--- src/rtl/match_pkg.sv ---
// Shared types for the penalty-shootout match controller.
// Phase and outcome encodings seen by the screen selector.
package match_pkg;

    typedef enum logic [2:0] {
        START = 3'd0,
        SHOOT = 3'd1,
        KEEP  = 3'd2,
        END   = 3'd3
    } state_t;

    typedef enum logic [1:0] {
        NONE = 2'd0,
        WIN  = 2'd1,
        LOSE = 2'd2,
        DRAW = 2'd3
    } outcome_t;

endpackage

--- src/rtl/match_timer.sv ---
// Per-phase shot countdown; expired is high while the count sits at zero.
// load restarts the phase window, clear parks the counter.
module match_timer #(
    parameter int SHOT_TIMEOUT = 200_000_000
) (
    input  logic clk,
    input  logic rst,
    input  logic load,
    input  logic clear,
    output logic expired
);

    localparam int CW = (SHOT_TIMEOUT > 1) ? $clog2(SHOT_TIMEOUT) : 1;
    localparam logic [CW-1:0] LOAD_V = CW'(SHOT_TIMEOUT - 1);

    logic [CW-1:0] r_count;

    always_ff @(posedge clk) begin
        if (!rst || clear) begin
            r_count <= '0;
        end else if (load) begin
            r_count <= LOAD_V;
        end else if (r_count != '0) begin
            r_count <= r_count - CW'(1);
        end
    end

    assign expired = (r_count == '0);

endmodule

--- src/rtl/match_ctrl.sv ---
// Penalty-shootout match FSM: phases, scoring, early end and outcome.
// Define SUDDEN_DEATH_EN to replay SHOOT/KEEP pairs after a versus tie.
module match_ctrl
    import match_pkg::*;
#(
    parameter int ROUNDS       = 5,
    parameter int SHOT_TIMEOUT = 200_000_000,
    parameter int SCORE_W      = 4,
    parameter int RND_W        = 4
) (
    input  logic               clk,
    input  logic               rst,
    input  logic               solo_enable,
    input  logic               left_clicked,
    input  logic               shot_valid,
    input  logic               shot_goal,
    output state_t             state,
    output outcome_t           outcome,
    output logic [SCORE_W-1:0] score_player,
    output logic [SCORE_W-1:0] score_opp,
    output logic [RND_W-1:0]   round_idx,
    output logic               solo_mode,
    output logic               shot_arm
);

    localparam int CW = SCORE_W + RND_W + 2;
    localparam logic [RND_W-1:0] ROUNDS_R = RND_W'(ROUNDS);
    localparam logic [RND_W-1:0] LAST_R   = RND_W'(ROUNDS - 1);

    state_t             r_state;
    outcome_t           r_outcome;
    logic [SCORE_W-1:0] r_score_p;
    logic [SCORE_W-1:0] r_score_o;
    logic [RND_W-1:0]   r_round;
    logic               r_solo;
    logic               r_arm;
    logic               r_prev_click;

    logic               w_click;
    logic               w_expired;
    logic               w_resolve;
    logic               w_goal;
    logic               w_regular;
    logic               w_last;
    logic               w_lead_p;
    logic               w_lead_o;
    logic               w_end;
    logic               w_load;
    logic               w_clear;
    outcome_t           w_out;
    logic [SCORE_W-1:0] w_ps_nxt;
    logic [SCORE_W-1:0] w_po_nxt;
    logic [RND_W-1:0]   w_round_inc;
    logic [CW-1:0]      w_ps_x;
    logic [CW-1:0]      w_po_x;
    logic [CW-1:0]      w_rem_p;
    logic [CW-1:0]      w_rem_o;

    assign w_click   = left_clicked && !r_prev_click;
    assign w_goal    = shot_valid && shot_goal;
    assign w_resolve = (r_state == SHOOT || r_state == KEEP)
                    && (shot_valid || w_expired);
    assign w_regular = (r_round < ROUNDS_R);
    assign w_last    = (r_round == LAST_R);
    assign w_round_inc = (&r_round) ? r_round : r_round + RND_W'(1);

    always_comb begin
        w_ps_nxt = r_score_p;
        w_po_nxt = r_score_o;
        if (r_state == SHOOT && w_goal && !(&r_score_p))
            w_ps_nxt = r_score_p + SCORE_W'(1);
        if (r_state == KEEP && w_goal && !(&r_score_o))
            w_po_nxt = r_score_o + SCORE_W'(1);
        w_ps_x  = CW'(w_ps_nxt);
        w_po_x  = CW'(w_po_nxt);
        // Attempts still owed to each side after the phase now resolving
        w_rem_p = CW'(LAST_R - r_round);
        w_rem_o = (r_state == SHOOT) ? CW'(ROUNDS_R - r_round) : w_rem_p;
        w_lead_p = w_ps_x > (w_po_x + w_rem_o);
        w_lead_o = w_po_x > (w_ps_x + w_rem_p);
    end

    always_comb begin
        w_end = 1'b0;
        w_out = NONE;
        if (w_resolve) begin
            if (r_state == SHOOT) begin
                if (r_solo) begin
                    w_end = (r_round >= LAST_R);
                    w_out = ((w_ps_x << 1) > CW'(ROUNDS_R)) ? WIN : LOSE;
                end else if (w_regular && (w_lead_p || w_lead_o)) begin
                    w_end = 1'b1;
                    w_out = w_lead_p ? WIN : LOSE;
                end
            end else if (w_regular) begin
                if (w_lead_p || w_lead_o) begin
                    w_end = 1'b1;
                    w_out = w_lead_p ? WIN : LOSE;
                end else if (w_last) begin
`ifndef SUDDEN_DEATH_EN
                    w_end = 1'b1;
                    w_out = DRAW;
`endif
                end
            end else if (w_ps_x != w_po_x) begin
                w_end = 1'b1;
                w_out = (w_ps_x > w_po_x) ? WIN : LOSE;
            end
        end
    end

    assign w_load  = (r_state == START && w_click) || (w_resolve && !w_end);
    assign w_clear = w_resolve && w_end;

    match_timer #(
        .SHOT_TIMEOUT (SHOT_TIMEOUT)
    ) u_timer (
        .clk     (clk),
        .rst     (rst),
        .load    (w_load),
        .clear   (w_clear),
        .expired (w_expired)
    );

    always_ff @(posedge clk) begin
        if (!rst) begin
            r_state      <= START;
            r_outcome    <= NONE;
            r_score_p    <= '0;
            r_score_o    <= '0;
            r_round      <= '0;
            r_solo       <= 1'b0;
            r_arm        <= 1'b0;
            r_prev_click <= 1'b1;
        end else begin
            r_prev_click <= left_clicked;
            r_arm        <= 1'b0;
            unique case (r_state)
                START: if (w_click) begin
                    r_score_p <= '0;
                    r_score_o <= '0;
                    r_round   <= '0;
                    r_outcome <= NONE;
                    r_solo    <= solo_enable;
                    r_state   <= SHOOT;
                    r_arm     <= 1'b1;
                end
                SHOOT: if (w_resolve) begin
                    r_score_p <= w_ps_nxt;
                    if (r_solo)
                        r_round <= w_round_inc;
                    if (w_end) begin
                        r_state   <= END;
                        r_outcome <= w_out;
                    end else begin
                        r_state <= r_solo ? SHOOT : KEEP;
                        r_arm   <= 1'b1;
                    end
                end
                KEEP: if (w_resolve) begin
                    r_score_o <= w_po_nxt;
                    if (w_end) begin
                        r_state   <= END;
                        r_outcome <= w_out;
                    end else begin
                        r_round <= w_round_inc;
                        r_state <= SHOOT;
                        r_arm   <= 1'b1;
                    end
                end
                END: if (w_click) begin
                    r_state   <= START;
                    r_outcome <= NONE;
                end
                default: r_state <= START;
            endcase
        end
    end

    assign state        = r_state;
    assign outcome      = r_outcome;
    assign score_player = r_score_p;
    assign score_opp    = r_score_o;
    assign round_idx    = r_round;
    assign solo_mode    = r_solo;
    assign shot_arm     = r_arm;

endmodule

--- config.mk ---
export PLATFORM = sky130hd
export DESIGN_NAME = match_ctrl
export DESIGN_NICKNAME = d
export VERILOG_FILES = /design/src/rtl/match_pkg.sv /design/src/rtl/match_timer.sv /design/src/rtl/match_ctrl.sv
export SDC_FILE = /design/constraint.sdc
export NUM_CORES = 1
export LEC_CHECK = 0
export CAP_MARGIN = 10
export CORE_MARGIN = 1.5
export CORE_UTILIZATION = 35
export CTS_BUF_LIST = sky130_fd_sc_hd__clkbuf_8
export CTS_CLUSTER_DIAMETER = 200
export DETAILED_ROUTE_END_ITERATION = 12
export GPL_TIMING_DRIVEN = 1
export PLACE_DENSITY = 0.6
export SYNTH_ARGS = -nofsm -noshare
export SYNTH_HDL_FRONTEND = slang
export SYNTH_SLANG_ARGS = --single-unit
--- constraint.sdc ---
create_clock -name clk -period 4.85 [get_ports clk]
set_input_delay 0.97 -clock clk [delete_from_list [all_inputs] [get_ports clk]]
set_output_delay 0.97 -clock clk [all_outputs]
set_load 0.05 [all_outputs]
Word-level counts from Yosys, hierarchy flattened
Index checks and enable logic that the tools add are counted.
{ "classes": {"addsub": 8, "n_lt_le_gt_ge": 6, "eq_ne": 14, "mux": 50, "n_reduce_logical": 41} }
{ "ops": {"columns": ["cell", "n"], "rows": [
  ["2-to-1 mux 28 bit", 2],
  ["2-to-1 mux 4 bit", 10],
  ["2-to-1 mux 2 bit", 16],
  ["logical NOT 28 bit", 1],
  ["nonzero test 28 bit", 1],
  ["subtractor 28 x 1 -> 28 bit, second input constant", 1],
  ["greater-than comparator 4 x 10 -> 1 bit", 2],
  ["AND reduction 4 bit", 5],
  ["one-hot mux 4 bit (2 select lines)", 2],
  ["adder 4 x 1 -> 4 bit, second input constant", 3],
  ["2-to-1 mux 3 bit", 4],
  ["inequality test 2 bit, second input constant", 6],
  ["one-hot mux 3 bit (4 select lines)", 1],
  ["one-hot mux 4 bit (3 select lines)", 1],
  ["logical AND 1 bit", 11],
  ["2-to-1 mux 1 bit", 11],
  ["adder 4 x 10 -> 10 bit", 1],
  ["2-to-1 mux 10 bit", 1],
  ["subtractor 3 x 4 -> 5 bit, first input constant", 2],
  ["nonzero test 2 bit", 4],
  ["adder 5 x 5 -> 6 bit", 1],
  ["equality test 3 x 2 -> 1 bit, second input constant", 2],
  ["inequality test 2 x 1 -> 1 bit, second input constant", 3],
  ["AND reduction 3 bit", 2],
  ["16 further kinds", 26]
]} }
{ "totals": {"register_bits": 48, "input_bits": 6, "out_inout_bits": 19, "wordCells": 129} }

Longest topological paths before layout
{ "logic_depth": {"ltp_word": 16, "mapped_depth": 20, "depth_no_buf": 17} }

By module
Synthesis repeated with hierarchy kept, for this count alone.
{ "hier_totals": {"hier_cells": 456, "area_unflattened_um2": 3621.0} }
{ "modules_own_cells": {"columns": ["module", "n_inst", "cells_per_inst", "area_each_um2", "seq_area_each_um2"], "rows": [
  ["match_ctrl", 1, 281, 2149.6, 380.4],
  ["match_timer", 1, 175, 1471.4, 560.5]
]} }

Worst setup path after synthesis
Ideal clock, no wire load.
{ "synth_path": {"path_kind": "flip-flop to flip-flop", "start": "reg r_round[0] (netlist: round_idx[0])", "end": "reg r_outcome[1] (netlist: outcome[1])", "setup_ps": 72, "t_arrival_ps": 4317, "required_ps": 4778, "setup_slack_ps": 461, "path_stages_with_launch": 18, "n_path_buf": 1, "period_less_slack_ps": 4389, "cell_sequence": "dfxtp_1 clkbuf_1 inv_1 ha_1 inv_1 o21ai_0 ha_1 a21o_1 maj3_1 xnor2_1 ha_1 nand4_1 nand3b_1 a21oi_1 o211ai_4 a21boi_4 or4_1 mux2i_1"} }
{ "synth_via": {"elab_chain_cells": 12, "elab_cells_between_ends": 31, "cone_classes": "4 x add/sub; 4 x order compare; 2 x eq/ne; 18 x mux; 3 x reduce/logical"} }
{ "synth_lines": {"columns": ["element", "line", "source"], "rows": [
  ["from (decl)", "match_ctrl.sv:34", "logic [RND_W-1:0] r_round;"],
  ["from (signal assigned)", "match_ctrl.sv:151", "r_round <= w_round_inc;"],
  ["from (signal assigned)", "match_ctrl.sv:166", "r_round <= w_round_inc;"],
  ["subtractor 3 x 4 -> 5 bit, on equally long branches", "match_ctrl.sv:77, match_ctrl.sv:78", null],
  ["2-to-1 mux 10 bit", "match_ctrl.sv:78", "w_rem_o = (r_state == SHOOT) ? CW'(ROUNDS_R - r_round) : w_rem_p;"],
  ["adder 4 x 10 -> 10 bit", "match_ctrl.sv:79", "w_lead_p = w_ps_x > (w_po_x + w_rem_o);"],
  ["greater-than comparator 4 x 10 -> 1 bit", "match_ctrl.sv:79", null],
  ["logical OR 1 bit", "match_ctrl.sv:91, match_ctrl.sv:96", null],
  ["logical AND 1 bit", "match_ctrl.sv:91", "end else if (w_regular && (w_lead_p || w_lead_o)) begin"],
  ["2-to-1 mux 1 bit or 2-to-1 mux 2 bit (tied branches)", "match_ctrl.sv:91", null],
  ["2-to-1 mux 1 bit or 2-to-1 mux 2 bit (tied branches)", "match_ctrl.sv:88", "if (r_solo) begin"],
  ["2-to-1 mux 1 bit or 2-to-1 mux 2 bit (tied branches)", "match_ctrl.sv:87", "if (r_state == SHOOT) begin"],
  ["2-to-1 mux 1 bit or 2-to-1 mux 2 bit (tied branches)", "match_ctrl.sv:86, match_ctrl.sv:152, match_ctrl.sv:162", null],
  ["inequality test 2 x 1 -> 1 bit (no source line) or 2-to-1 mux 2 bit (tied branches)", null, null],
  ["AND reduction 4 bit (no source line) or one-hot mux 2 bit (2 select lines) (tied branches)", null, null],
  ["to (signal assigned)", "match_ctrl.sv:154", "r_outcome <= w_out;"],
  ["to (signal assigned)", "match_ctrl.sv:164", "r_outcome <= w_out;"],
  ["to (decl)", "match_ctrl.sv:31", "outcome_t r_outcome;"]
]} }
Several ways; a longest one is shown, not always the timed one. The select of a mux whose other input is x is not followed.
A chain may end at the register's enable or synchronous reset.

Final worst setup path
{ "layout_path": {"start": "in shot_goal", "end": "reg u_timer.r_count[2]"} }
{ "layout_via": {"elab_chain_cells": 16, "elab_cells_between_ends": 28, "cone_classes": "2 x add/sub; 2 x order compare; 1 x eq/ne; 10 x mux; 13 x reduce/logical"} }
{ "layout_lines": {"columns": ["element", "line", "source"], "rows": [
  ["from (decl)", "match_ctrl.sv:16", "input logic shot_goal,"],
  ["logical AND 1 bit *", "match_ctrl.sv:60", "assign w_goal = shot_valid && shot_goal;"],
  ["logical AND 1 bit, on equally long branches (2 in a row)", "match_ctrl.sv:72, match_ctrl.sv:70", null],
  ["2-to-1 mux 4 bit, on equally long branches", "match_ctrl.sv:72, match_ctrl.sv:70", null],
  ["adder 4 x 10 -> 10 bit or adder 5 x 5 -> 6 bit (tied branches)", "match_ctrl.sv:79, match_ctrl.sv:80", null],
  ["greater-than comparator 4 x 10 -> 1 bit, on equally long branches", "match_ctrl.sv:79, match_ctrl.sv:80", null],
  ["logical OR 1 bit", "match_ctrl.sv:91, match_ctrl.sv:96", null],
  ["logical AND 1 bit", "match_ctrl.sv:91", null],
  ["2-to-1 mux 1 bit", "match_ctrl.sv:91", null],
  ["2-to-1 mux 1 bit", "match_ctrl.sv:88", null],
  ["2-to-1 mux 1 bit *", "match_ctrl.sv:87", null],
  ["2-to-1 mux 1 bit *", "match_ctrl.sv:86", "if (w_resolve) begin"],
  ["logical NOT 1 bit", "match_ctrl.sv:112", "assign w_load = (r_state == START && w_click) || (w_resolve && !w_end);"],
  ["logical AND 1 bit", "match_ctrl.sv:112", null],
  ["logical OR 1 bit", "match_ctrl.sv:112", null],
  ["2-to-1 mux 28 bit or nonzero test 2 bit (tied branches)", null, null],
  ["to (signal assigned)", "match_timer.sv:24", "r_count <= r_count - CW'(1);"],
  ["to (decl)", "match_timer.sv:16", "logic [CW-1:0] r_count;"]
]} }
Mark *: on every way between the ends. The rest lies on a longest branch, timed or not.

==> impl_results.md <==
* Count of final setup violators at 0
* Root buffer cell: clkbuf_8
* Peak VDD IR at 0.000341 V
* RSZ-0062 raised after global routing: no
* Fmax at 220 MHz
* Worst-Skew Late Latency at 310 ps
* Fin crit share at 93.8%
* Post-Place Cells at 588
* Yosys reg bits at 47
* Max_slew headroom at 55.6%
* Async set or reset register ratio after synthesis at 0%
* Layout Skew at 6.09 ps
* Drt drc at 0
* Hold WC Path Type: reg -> reg
* Synth Net Count at 467
* Final hold vios at 0
* Worst stage delay on the critical path at 530 ps
* Worst-path cell with the longest stage delay: clkdlybuf4s50_1
* Crit. Startpoint: shot_goal
* Via count at 3,196
* Routed Antenna Nets at 0
* Status: complete, no violations
* Switching Share at 42.7%
* Critical Path, Cell by Cell: clkdlybuf4s50_1, nand3_1, or2_1, xnor2_1, ha_1, inv_1, fa_1, xor2_1, ha_1, a211oi_1, nand2_1, o211ai_1, o2bb2ai_1, and4_4, or3_4, a31oi_2
* Hold Slack at 499 ps
* GRT Overall Usage at 16.6%
* Most common cell in the synthesized netlist: dfxtp_1
* Clock Path Buffers at 2
* Routed length per instance at 14.9 um
* CP endpoint: u_timer.r_count[2]
* Largest net degree at the start of global routing at 21
* CTS H-Tree Depth at 2
* N_diodes at 0
* Clock slew at reported path FFs at 100 ps
* Sequential share of power at 36.4%
* Post-CTS resize count at 0
* Synthesis Warnings at 0
* Critical path type: in -> reg
* Synth cell count leaders: 47 x dfxtp_1, 39 x a21oi_1, 32 x ha_1
* Initial Utilization at 35.8%
* Setup crit start kind: input port
* Fin cells at 596
* Top cells by area, synth: dfxtp_1 26%, ha_1 11%, a21oi_1 5.3%
* Number of global-route vias before repair at 3,054
* Post-CTS Setup Repair Bufs at 0
* Cells after Synth at 427
* Total of max-cap violations at 0
* Cts hold-fix bufs at 0
* Die Area at 11,100 sq um
* Post-Route WL at 8890 um
* I/O Pins at 25
* Clock network power share at 17.5%
* Internal at 875 uW
* Most common flop cell mapped by yosys: dfxtp_1
* Ratio of cells with drive above 1 in the final layout at 15.0%
* Leak Pwr at 1.57 nW
* Site row count at 37
* Cell mode on critical path: ha_1
* Cell variety after synth at 77
* Post-synth EDFFs at 0
* Slew @ Worst Pin at 666 ps
* Routability cong. at 0.796
* Power per cell area at 363 nW/um^2
* DR pass1 iterations at 4
* Leading area contributor after synthesis: dfxtp_1
* # port buffers at 23
* Total CTS buffers at 5
* Arrival time worst endpoint at 4790 ps
* Antenna violations before repair at 0
* Yosys top cell area share at 25.6%
* Crit path max fanout at 20
* R2r setup slk at 610 ps
* CTS tree: built
* Switching power at 653 uW
* Initial detailed-routing violation count at 134
* Critical R2R Capture: outcome[1]
* Register area share after synthesis at 25.6%
* Reg2reg path depth at 16
* Global-route wire length before repair at 15,100 um
* Mapped cell area at 3680 sq um
* Via density at 5.36
* Area grow syn2layout at 14.5%
* Fillers at 1,052
* Slew Viols, Final at 0
* Total gr overflow at 0
* Minimum clock period after layout at 4550 ps
* Die X at 105 um
* Endpoint class of the critical path: flop
* Clk sink count at 47
* Combinational share of power at 46.1%
* Req. time, crit path at 5090 ps
* DP HPWL at 6740 um
* Final nets at 499
* Die Ht at 105 um
* CORE AREA at 10,300 sq um
* Synth Area per Inst at 8.61 sq um
* Worst r2r src: round_idx[1]
[kinds of logic after synthesis]
logic type                 Yosys count  share of synthesized area, %
AOI/OAI and AO/OA                  120                          23.5
xor gates and xnor gates            32                          7.62
other                                1                         0.102
adders and majority gates           36                          12.5
and+or+nand+nor                    141                          22.1
buffers and inverters               43                          6.06
muxes                                7                          2.52
DFF                                 47                          25.6
[worst min-delay path by stage]
stage                                   start             endpoint  slack, ps  cells after the start
final                              outcome[1]           outcome[1]        500                      2
after global routing               outcome[1]           outcome[1]        540                      2
after CTS                          outcome[1]           outcome[1]        500                      2
after detailed placement           outcome[1]           outcome[1]        490                      2
after global placement             outcome[1]           outcome[1]        470                      2
after floorplan           u_timer.r_count[18]  u_timer.r_count[18]        470                      2
[metal layers]
metal | GRT usage, % | vias up | routed length, um
met1 | 21.6 | 1518 | 4240
met3 | 2.47 | 6 | 218
met5 | 0 | - | 0
met2 | 29.2 | 37 | 4370
li1 | - | 1635 | -
met4 | 3.23 | 0 | 65
[cell type report]
type                       instances  area, sq um  share of cell area, %
sequential                        47          941                   22.3
clock inverter                     3         27.5                  0.654
tap                              136          170                   4.04
inverter                          25         93.8                   2.23
clock buffer                       5         68.8                   1.63
multi-input combinational        337         2520                   59.8
timing repair buffer              43          393                   9.33
[metrics by stage]
stage	cell area [sq um]	setup slack (ps)	power, mW	utilization, %	TNS [ps]
after detailed placement	4110	-84.8	1.26	40.0	-1180
after global routing	4210	47.8	1.64	41.0	0
final	4210	300	1.53	41.0	0
after global placement	4110	33.4	1.25	40.0	0
after CTS	4210	228	1.54	40.9	0
after floorplan	3680	461	1.13	-	0
[cell usage in the layout (no fill, tap or decap), types with 4 or more instances in the layout]
master           count
a211oi_1             4
a21o_1               4
a21oi_1             38
a21oi_2             13
buf_4               19
clkbuf_8             5
clkdlybuf4s50_1     23
dfxtp_1             47
ha_1                32
inv_1               24
mux2_2               4
nand2_1             29
nand2b_1             6
nand3_1             17
nand3b_1             5
nand4_1              7
nor2_1              21
nor2b_1              5
nor3_1              14
nor4_1               8
o211ai_1             6
o21ai_0             16
o31ai_1              5
or3_1                5
or4_1                6
xnor2_1             22
xor2_1              10
[sequential cells by signal, summed over array words and instances, names as in the netlist]
| name | cells |
|---|---|
| score_player | 4 |
| r_prev_click | 1 |
| solo_mode | 1 |
| shot_arm | 1 |
| outcome | 2 |
| state | 2 |
| round_idx | 4 |
| score_opp | 4 |
| u_timer.r_count | 28 |
[critical path: cells and delay by family]
family / cells / cell delay [ps]
compound gates: 4 / 690
xor+xnor: 2 / 430
fa+ha+maj: 3 / 940
buf+inv: 2 / 580
simple gates: 5 / 1170
[power by group through the flow]
stage | Combinational [mW] | Sequential [mW] | Clock [mW]
detailed placement | 0.700 | 0.563 | 0
global route | 0.783 | 0.572 | 0.289
floorplan | 0.567 | 0.559 | 0
global placement | 0.689 | 0.560 | 0
CTS | 0.704 | 0.556 | 0.277
finish | 0.704 | 0.557 | 0.267
Note: power is estimated with default switching activity, not from simulation.
